===== src/rtl/core_control_exception_sequencer_pkg.sv =====
// Shared types and constants for the exception entry sequencer:
// source kinds, FSM states, CPSR mode encodings and vector offsets.
package core_control_exception_sequencer_pkg;

    typedef enum logic [2:0] {
        KIND_NONE,
        KIND_DABT,
        KIND_FIQ,
        KIND_IRQ,
        KIND_PABT,
        KIND_UND,
        KIND_SWI
    } exc_kind_e;

    typedef enum logic [2:0] {
        ST_IDLE,
        ST_SAVE_SPSR,
        ST_WRITE_LR,
        ST_SET_MODE,
        ST_FETCH
    } exc_state_e;

    localparam logic [4:0] MODE_FIQ = 5'b10001;
    localparam logic [4:0] MODE_IRQ = 5'b10010;
    localparam logic [4:0] MODE_SVC = 5'b10011;
    localparam logic [4:0] MODE_ABT = 5'b10111;
    localparam logic [4:0] MODE_UND = 5'b11011;

    localparam logic [2:0] VEC_UND  = 3'b001;
    localparam logic [2:0] VEC_SWI  = 3'b010;
    localparam logic [2:0] VEC_PABT = 3'b011;
    localparam logic [2:0] VEC_DABT = 3'b100;
    localparam logic [2:0] VEC_IRQ  = 3'b110;
    localparam logic [2:0] VEC_FIQ  = 3'b111;

    // Pending-bit positions, lowest index = highest priority.
    localparam int NUM_SRC   = 6;
    localparam int PEND_DABT = 0;
    localparam int PEND_FIQ  = 1;
    localparam int PEND_IRQ  = 2;
    localparam int PEND_PABT = 3;
    localparam int PEND_UND  = 4;
    localparam int PEND_SWI  = 5;

    typedef struct packed {
        logic [4:0] mode;
        logic [2:0] offset;
        logic [3:0] lr_adjust;
        logic       set_i;
        logic       set_f;
    } exc_info_t;

endpackage


===== src/rtl/core_control_exception_prio.sv =====
// Priority pick over pending sources, plus the per-kind entry parameters
// (mode, vector offset, LR adjust, mask bits) for the latched kind.
module core_control_exception_prio
    import core_control_exception_sequencer_pkg::*;
(
    input  logic [NUM_SRC-1:0] pend,
    input  exc_kind_e          kind,
    output exc_kind_e          winner,
    output logic [NUM_SRC-1:0] win_bit,
    output exc_info_t          info
);

    always_comb begin
        winner  = KIND_NONE;
        win_bit = '0;
        if (pend[PEND_DABT]) begin
            winner = KIND_DABT;
            win_bit[PEND_DABT] = 1'b1;
        end else if (pend[PEND_FIQ]) begin
            winner = KIND_FIQ;
            win_bit[PEND_FIQ] = 1'b1;
        end else if (pend[PEND_IRQ]) begin
            winner = KIND_IRQ;
            win_bit[PEND_IRQ] = 1'b1;
        end else if (pend[PEND_PABT]) begin
            winner = KIND_PABT;
            win_bit[PEND_PABT] = 1'b1;
        end else if (pend[PEND_UND]) begin
            winner = KIND_UND;
            win_bit[PEND_UND] = 1'b1;
        end else if (pend[PEND_SWI]) begin
            winner = KIND_SWI;
            win_bit[PEND_SWI] = 1'b1;
        end
    end

    always_comb begin
        info = '0;
        case (kind)
            KIND_DABT: info = '{mode: MODE_ABT, offset: VEC_DABT, lr_adjust: 4'd8, set_i: 1'b1, set_f: 1'b0};
            KIND_FIQ:  info = '{mode: MODE_FIQ, offset: VEC_FIQ,  lr_adjust: 4'd4, set_i: 1'b1, set_f: 1'b1};
            KIND_IRQ:  info = '{mode: MODE_IRQ, offset: VEC_IRQ,  lr_adjust: 4'd4, set_i: 1'b1, set_f: 1'b0};
            KIND_PABT: info = '{mode: MODE_ABT, offset: VEC_PABT, lr_adjust: 4'd4, set_i: 1'b1, set_f: 1'b0};
            KIND_UND:  info = '{mode: MODE_UND, offset: VEC_UND,  lr_adjust: 4'd0, set_i: 1'b1, set_f: 1'b0};
            KIND_SWI:  info = '{mode: MODE_SVC, offset: VEC_SWI,  lr_adjust: 4'd0, set_i: 1'b1, set_f: 1'b0};
            default:   info = '0;
        endcase
    end

endmodule


===== src/rtl/core_control_exception_sequencer.sv =====
// Exception entry controller: latches pending sources, picks a winner and
// walks the datapath through SPSR save, LR write, mode update and vector fetch.
module core_control_exception_sequencer
    import core_control_exception_sequencer_pkg::*;
(
    input  logic        clk,
    input  logic        rst,
    input  logic        issue,
    input  logic        irq,
    input  logic        fiq,
    input  logic        i_mask,
    input  logic        f_mask,
    input  logic        undefined,
    input  logic        swi,
    input  logic        prefetch_abort,
    input  logic        data_abort,
    input  logic        high_vectors,
    input  logic        step_ack,
    output logic        exception,
    output logic        escalating,
    output logic        save_spsr,
    output logic        write_lr,
    output logic        set_mode,
    output logic        fetch_vector,
    output logic [4:0]  exc_mode,
    output logic [3:0]  lr_adjust,
    output logic        set_i,
    output logic        set_f,
    output logic [31:0] exception_vector
);

    exc_state_e         state, state_next;
    exc_kind_e          kind, kind_next, winner;
    logic [NUM_SRC-1:0] pend, pend_next, win_bit;
    exc_info_t          info;

    core_control_exception_prio u_prio (
        .pend    (pend),
        .kind    (kind),
        .winner  (winner),
        .win_bit (win_bit),
        .info    (info)
    );

    // Clear of the accepted winner is applied before new sets, so a fresh
    // pulse on the same edge survives as a new pending instance.
    always_comb begin
        pend_next = pend;
        if (state == ST_IDLE)
            pend_next = pend & ~win_bit;
        if (data_abort)     pend_next[PEND_DABT] = 1'b1;
        if (prefetch_abort) pend_next[PEND_PABT] = 1'b1;
        if (undefined)      pend_next[PEND_UND]  = 1'b1;
        if (swi)            pend_next[PEND_SWI]  = 1'b1;
        if (issue) begin
            pend_next[PEND_IRQ] = irq && !i_mask;
            pend_next[PEND_FIQ] = fiq && !f_mask;
        end
    end

    always_comb begin
        state_next = state;
        kind_next  = kind;
        case (state)
            ST_IDLE: begin
                if (|pend) begin
                    state_next = ST_SAVE_SPSR;
                    kind_next  = winner;
                end
            end
            ST_SAVE_SPSR: if (step_ack) state_next = ST_WRITE_LR;
            ST_WRITE_LR:  if (step_ack) state_next = ST_SET_MODE;
            ST_SET_MODE:  if (step_ack) state_next = ST_FETCH;
            ST_FETCH:     if (step_ack) state_next = ST_IDLE;
            default:      state_next = ST_IDLE;
        endcase
    end

    always_ff @(posedge clk or posedge rst) begin
        if (rst) begin
            state <= ST_IDLE;
            kind  <= KIND_NONE;
            pend  <= '0;
        end else begin
            state <= state_next;
            kind  <= kind_next;
            pend  <= pend_next;
        end
    end

    assign escalating   = (state != ST_IDLE);
    assign exception    = (|pend) || escalating;
    assign save_spsr    = (state == ST_SAVE_SPSR);
    assign write_lr     = (state == ST_WRITE_LR);
    assign set_mode     = (state == ST_SET_MODE);
    assign fetch_vector = (state == ST_FETCH);

    assign exc_mode         = info.mode;
    assign lr_adjust        = info.lr_adjust;
    assign set_i            = info.set_i;
    assign set_f            = info.set_f;
    assign exception_vector = {{16{high_vectors}}, 11'b0, info.offset, 2'b00};

endmodule


===== config.mk =====
export PLATFORM = sky130hd
export DESIGN_NAME = core_control_exception_sequencer
export DESIGN_NICKNAME = d
export VERILOG_FILES = /design/src/rtl/core_control_exception_sequencer_pkg.sv /design/src/rtl/core_control_exception_prio.sv /design/src/rtl/core_control_exception_sequencer.sv
export SDC_FILE = /design/constraint.sdc
export NUM_CORES = 1
export LEC_CHECK = 0
export BUFFER_PORTS_ARGS = -buffer_cell sky130_fd_sc_hd__buf_2
export CORE_ASPECT_RATIO = 1.5
export CORE_UTILIZATION = 30
export CTS_CLUSTER_SIZE = 40
export DETAILED_ROUTE_END_ITERATION = 10
export HOLD_SLACK_MARGIN = 0.02
export SLEW_MARGIN = 20
export SYNTH_ARGS = -nofsm -noshare
export SYNTH_HDL_FRONTEND = slang
export SYNTH_SLANG_ARGS = --single-unit
export TNS_END_PERCENT = 20

===== constraint.sdc =====
create_clock -name clk -period 1.5 [get_ports clk]
set_input_delay 0.45 -clock clk [delete_from_list [all_inputs] [get_ports clk]]
set_output_delay 0.45 -clock clk [all_outputs]
set_load 0.01 [all_outputs]

==> run_results.csv, run 1 <==
group,metric,value,unit
outcome,outcome,"finished, violations left",
outcome,violations,"setup timing",
synth,synth_edf_count,0,
sta,fin_skew,0.00547,ns
clock_network,clk_latency,0.24,ns
layout,finish.utilization,40.4,%
synth,syn_avg_cell_area,8.57,um2
layout,drive_above_1_share,54.3,%
layout,nNetsFinal,152,
power_and_ir_drop,p_leak,0.561,nW
clock_network,h-tree-depth,1,
detailed_routing,detail_route.wl_per_cell,11.2,um
detailed_routing,vias,772,
global_route,antenna_found_initial,0,
synth,synth_ff_type,"dfrtp_1",
global_route,globalRouteMet1Util,11.7,%
clock_network,clkSinkCount,12,
worst_setup_path,worstPathRequired,1.05,ns
floorplan,chipHeight,71.0,um
sta,layout_min_cycle_time,1.63,ns
clock_network,clk_path_buf_depth,2,
power_and_ir_drop,p_per_area,1970,mW/mm2
synth,synth_cell_types,31,
power_and_ir_drop,ir_drop,0.00114,V
clock_network,clkTransAtPathRegs,0.05,ns
place,finalWeightedCongestion,0.829,
sta,setup_viol,17,
worst_hold_path,hp-class,"input pin to async pin",
floorplan,die_x,48.0,um
floorplan,row_count,24,
clock_network,cts-root-buf,"clkbuf_8",
floorplan,dieArea,0.00340,mm2
layout,syn_to_final_growth,26.3,%
clock_network,cts-buffers-inserted,3,
sta,drv_slew,0,
sta,fmax,613,MHz
global_route,top_usage_layer,"met2",
place,place_inst,163,
synth,yosys_register_bits,12,
floorplan,initial_core_util,32.0,%
detailed_routing,wl,1.98,mm
global_route,grt_pass1_wl,2.99,mm
clock_network,cts_tree,"built",
sta,fin_crit_sh,109,%
worst_setup_path,cp-start-kind,"register",
place,placed_cell_area,978,um2
place,dp_hpwl,1.40,mm
detailed_routing,drc,0,
global_route,grt_max_degree,17,
sta,hold_viol,0,
floorplan,core_area,0.00297,mm2
clock_network,hold_buffers,0,
layout,fin_cells,177,
global_route,met3_usage,2.30,%
global_route,grt_util_met2,21.9,%
global_route,first_global_vias,685,
layout,final_area,0.00120,mm2
detailed_routing,vias_per_cell,4.36,
synth,seq_area_frac_synth,31.6,%
place,preCtsSetupSlack,0.0319,ns
worst_setup_path,worstPathArrival,1.18,ns
synth,synthCells,111,
layout,final_cell_mix,"buf_2, conb_1, buf_4",
floorplan,io_pins,62,
sta,timing.hold.ws,0.208,ns
worst_setup_path,worst_setup_path_end_kind,"primary output",
sta,worst_slack,-0.130,ns
detailed_routing,first_pass_iters,4,
layout,filler_cell_count,315,
sta,rsz0062_at_grt,"yes",
layout,n_antenna_cell,0,
place,io_buffers,29,
synth,ys_async_sr_fraction,100,%
synth,synth.yosys.warnings,0,
run,cap_viol_max_count,0,
global_route,overflow,0,
detailed_routing,ant_nets,0,
worst_setup_path,crit_type,"register to primary output",
synth,synth_area,951,um2
layout,final_common_cell,"buf_2",
global_route,grtUsageTotal,12.1,%
worst_setup_path,crit_fanout,6,
detailed_routing,drt_iter0_markers,7,
sequential cells by signal, summed over array words and instances, names as in the netlist:
| register | count |
|---|---|
| kind | 3 |
| pend | 6 |
| state | 3 |
per-layer routing:
layer / up-vias / wire length (um)
met1: 361 / 680
met2: 32 / 1130
met3: 5 / 129
met4: 0 / 36
li1: 374 / -
met5: - / 0
repair_timing:
action	in CTS	in global routing
buffers inserted	8	2
setup endpoints to repair	18	18
pin swaps	5	3
gates resized for setup	19	8
cells by family (layout without fill, tap and decap cells):
family,count (synthesis),after routing,synth area share (%)
muxes,2,2,2.76
buffers and inverters,40,53,29.2
xor gates and xnor gates,2,2,1.84
AOI/OAI and AO/OA,20,20,13.4
DFF,12,12,31.6
other,1,15,0.394
and+or+nand+nor,34,34,20.8
worst paths after layout:
kind                                 startpoint                   end  slack (ns)  cells past startpoint
hold reg to reg             pend[5]$_DFFE_PP0P_   pend[5]$_DFFE_PP0P_        0.55                      1
max in group asynchronous                   rst  state[1]$_DFFE_PP0P_        0.95                      2
setup / recovery            kind[0]$_DFFE_PP0P_           exc_mode[2]       -0.13                      4
hold / removal                              rst   pend[1]$_DFFE_PP0P_        0.21                      2
min in group clk                         i_mask   pend[2]$_DFFE_PP0P_        0.38                      2
setup reg to reg           state[2]$_DFFE_PP0P_   kind[1]$_DFFE_PP0P_        0.13                      4
stage by stage:
stage	total power, W	TNS, ns
after floorplan	0.00135	0
after global placement	0.00160	0
after detailed placement	0.00163	0
after CTS	0.00223	-1.25
after global routing	0.00257	-2.31
final	0.00236	-1.23
synth_stat cells (2+ instances only):
cell       n  area, um2
buf_4     32        240
dfrtp_1   12        300
nor2_1    10       37.5
o21ai_0   10       50.1
nand2_1    5       18.8
inv_1      4       15.0
nand2b_1   4       25.0
nor3_1     4       20.0
a21oi_1    3       15.0
a21o_1     2       15.0
clkbuf_1   2       7.51
nand3_1    2       10.0
nor3_4     2       32.5
nor3b_1    2       15.0
critical path: stages, from the launching register on:
cell     delay (ns)
dfrtp_2        0.45
buf_6          0.15
xnor2_2        0.12
nor2_1         0.08
buf_2          0.14
layout make-up:
| type | instances | area (um2) | share of cell area [%] |
|---|---|---|---|
| multi-input cells | 73 | 492 | 40.9 |
| clock buffers | 4 | 55.1 | 4.58 |
| inverters | 5 | 18.8 | 1.56 |
| well taps | 39 | 48.8 | 4.06 |
| flip-flops and latches | 12 | 308 | 25.6 |
| repair buffers | 44 | 279 | 23.2 |
report_power, final:
part | total (W) | internal, W | switching, W
clock network | 0.000353 | 0.000232 | 0.000121
logic | 0.00140 | 0.000725 | 0.000671
registers | 0.000613 | 0.000431 | 0.000182
(Power assumes the default switching activity.)
==> run 2: changes to the inputs <==
--- a/config.mk
+++ b/config.mk
@@ -7,10 +7,11 @@
 export LEC_CHECK = 0
 export BUFFER_PORTS_ARGS = -buffer_cell sky130_fd_sc_hd__buf_2
 export CORE_ASPECT_RATIO = 1.5
-export CORE_UTILIZATION = 30
+export CORE_UTILIZATION = 41
 export CTS_CLUSTER_SIZE = 40
 export DETAILED_ROUTE_END_ITERATION = 10
 export HOLD_SLACK_MARGIN = 0.02
+export PLACE_DENSITY = 0.78
 export SLEW_MARGIN = 20
 export SYNTH_ARGS = -nofsm -noshare
 export SYNTH_HDL_FRONTEND = slang
==> run_results.csv, run 2 (same netlist as run 1, synthesis figures left out) <==
group,metric,value,unit
outcome,outcome,"finished, violations left",
outcome,violations,"setup timing",
floorplan,die_x,41.3,um
detailed_routing,ant_nets,0,
clock_network,clk_latency,0.27,ns
global_route,first_global_vias,628,
power_and_ir_drop,p_leak,0.523,nW
clock_network,cts-root-buf,"clkbuf_4",
detailed_routing,wl,1.82,mm
global_route,grt_pass1_wl,2.55,mm
layout,nNetsFinal,148,
layout,largest_register_ffs,6,
detailed_routing,first_pass_iters,4,
layout,reg_top3,"pend: 6 flops, kind: 3 flops, state: 3 flops",
floorplan,io_pins,62,
floorplan,chipHeight,61.0,um
place,io_buffers,29,
sta,layout_min_cycle_time,1.69,ns
global_route,antenna_found_initial,0,
layout,syn_to_final_growth,17.6,%
worst_setup_path,crit_type,"register to primary output",
layout,final_common_cell,"buf_2",
worst_setup_path,worst-r2r-setup-slack,0.03,ns
global_route,overflow,0,
run,cap_viol_max_count,0,
power_and_ir_drop,p_per_area,1970,mW/mm2
global_route,grt_max_degree,17,
clock_network,cts_tree,"built",
power_and_ir_drop,finalPower,0.00221,W
sta,setup_viol,18,
sta,fin_skew,0.00765,ns
sta,worst_slack,-0.192,ns
clock_network,clk_path_buf_depth,2,
worst_setup_path,cp-start-kind,"register",
clock_network,clkSinkCount,12,
worst_setup_path,worstPathRequired,1.05,ns
worst_setup_path,crit_fanout,5,
layout,n_antenna_cell,0,
power_and_ir_drop,ir_drop,0.00103,V
layout,drive_above_1_share,51.1,%
floorplan,initial_core_util,43.1,%
clock_network,clkTransAtPathRegs,0.08,ns
sta,fmax,591,MHz
layout,final_cell_mix,"buf_2, conb_1, buf_4",
detailed_routing,vias,769,
worst_setup_path,worst_setup_path_end_kind,"primary output",
clock_network,h-tree-depth,1,
clock_network,cts-buffers-inserted,3,
sta,hold_viol,0,
place,dp_hpwl,1.22,mm
floorplan,core_area,0.00221,mm2
detailed_routing,drc,0,
worst_setup_path,worstPathArrival,1.24,ns
detailed_routing,drt_iter0_markers,9,
sta,drv_slew,0,
sta,timing.hold.ws,0.173,ns
sta,fin_crit_sh,113,%
worst_hold_path,hp-class,"input pin to async pin",
layout,filler_cell_count,216,
global_route,grtUsageTotal,14.9,%
layout,top_register,"pend",
detailed_routing,vias_per_cell,4.93,
place,finalWeightedCongestion,0.811,
sta,rsz0062_at_grt,"yes",
detailed_routing,detail_route.wl_per_cell,11.7,um
floorplan,row_count,21,
floorplan,dieArea,0.00252,mm2
-- run 2: cell types whose count changed in the layout (fill, tap and decap cells not counted), sizes merged --
cell	before	now
clkbuf	4	3
buf	44	40
-- run 2: stage by stage --
| stage | utilization, % | worst slack [ns] | std cells | setup TNS [ns] | area (um2) |
|---|---|---|---|---|---|
| after floorplan | - | 0.0147 | 125 | 0 | 1010 |
| after global placement | 42.4 | 0.0981 | 144 | 0 | 936 |
| after detailed placement | 42.4 | 0.0687 | 144 | 0 | 936 |
| after CTS | 45.3 | -0.174 | 149 | -1.90 | 1000 |
| after global routing | 50.7 | -0.216 | 156 | -3.03 | 1120 |
| final | 50.7 | -0.192 | 156 | -2.04 | 1120 |
-- run 2: critical path, stage by stage, from the launching register on --
cell     delay, ns
dfrtp_2       0.41
buf_4         0.16
inv_4         0.05
nor3_1        0.19
buf_2         0.16
-- run 2: timing repair --
| action | 4_1_cts | 5_1_grt |
|---|---|---|
| hold buffers | 0 | 0 |
| hold endpoints to repair | 0 | 0 |
| gates resized for setup | 13 | 19 |
| pin swaps | 3 | 4 |
| setup endpoints to repair | 18 | 19 |
| setup buffers | 2 | 7 |
-- run 2: routing by layer --
metal,up-vias,track usage (%),wire (um)
li1,364,-,-
met1,370,16.6,671
met2,31,24.8,974
met3,4,1.47,134
met4,0,11.1,39
met5,-,0,0
-- run 2: path summary, 6_finish.rpt --
kind | endpoint | cells after the start | start
max in group asynchronous | kind[2]$_DFFE_PP0P_ | 2 | rst
worst max-delay path | lr_adjust[3] | 4 | kind[0]$_DFFE_PP0P_
min in group clk | pend[2]$_DFFE_PP0P_ | 2 | i_mask
worst max register to register | kind[1]$_DFFE_PP0P_ | 5 | state[2]$_DFFE_PP0P_
worst min register to register | state[1]$_DFFE_PP0P_ | 1 | state[2]$_DFFE_PP0P_
worst min-delay path | pend[2]$_DFFE_PP0P_ | 2 | rst
-- run 2: area by class of cell --
cell class | instances | area [um2] | area share (%)
Tap cell | 23 | 28.8 | 2.57
Multi-Input combinational cell | 73 | 478 | 42.7
Sequential cell | 12 | 308 | 27.5
Clock buffer | 3 | 22.5 | 2.01
Timing Repair Buffer | 40 | 258 | 23.0
Inverter | 5 | 23.8 | 2.13
-- run 2: where the power goes --
group / internal, W / leakage (nW) / total (W) / switching, W
registers: 0.000430 / 0.131 / 0.000626 / 0.000196
clock network: 0.0000929 / 0.0138 / 0.000195 / 0.000103
logic: 0.000729 / 0.378 / 0.00139 / 0.000657
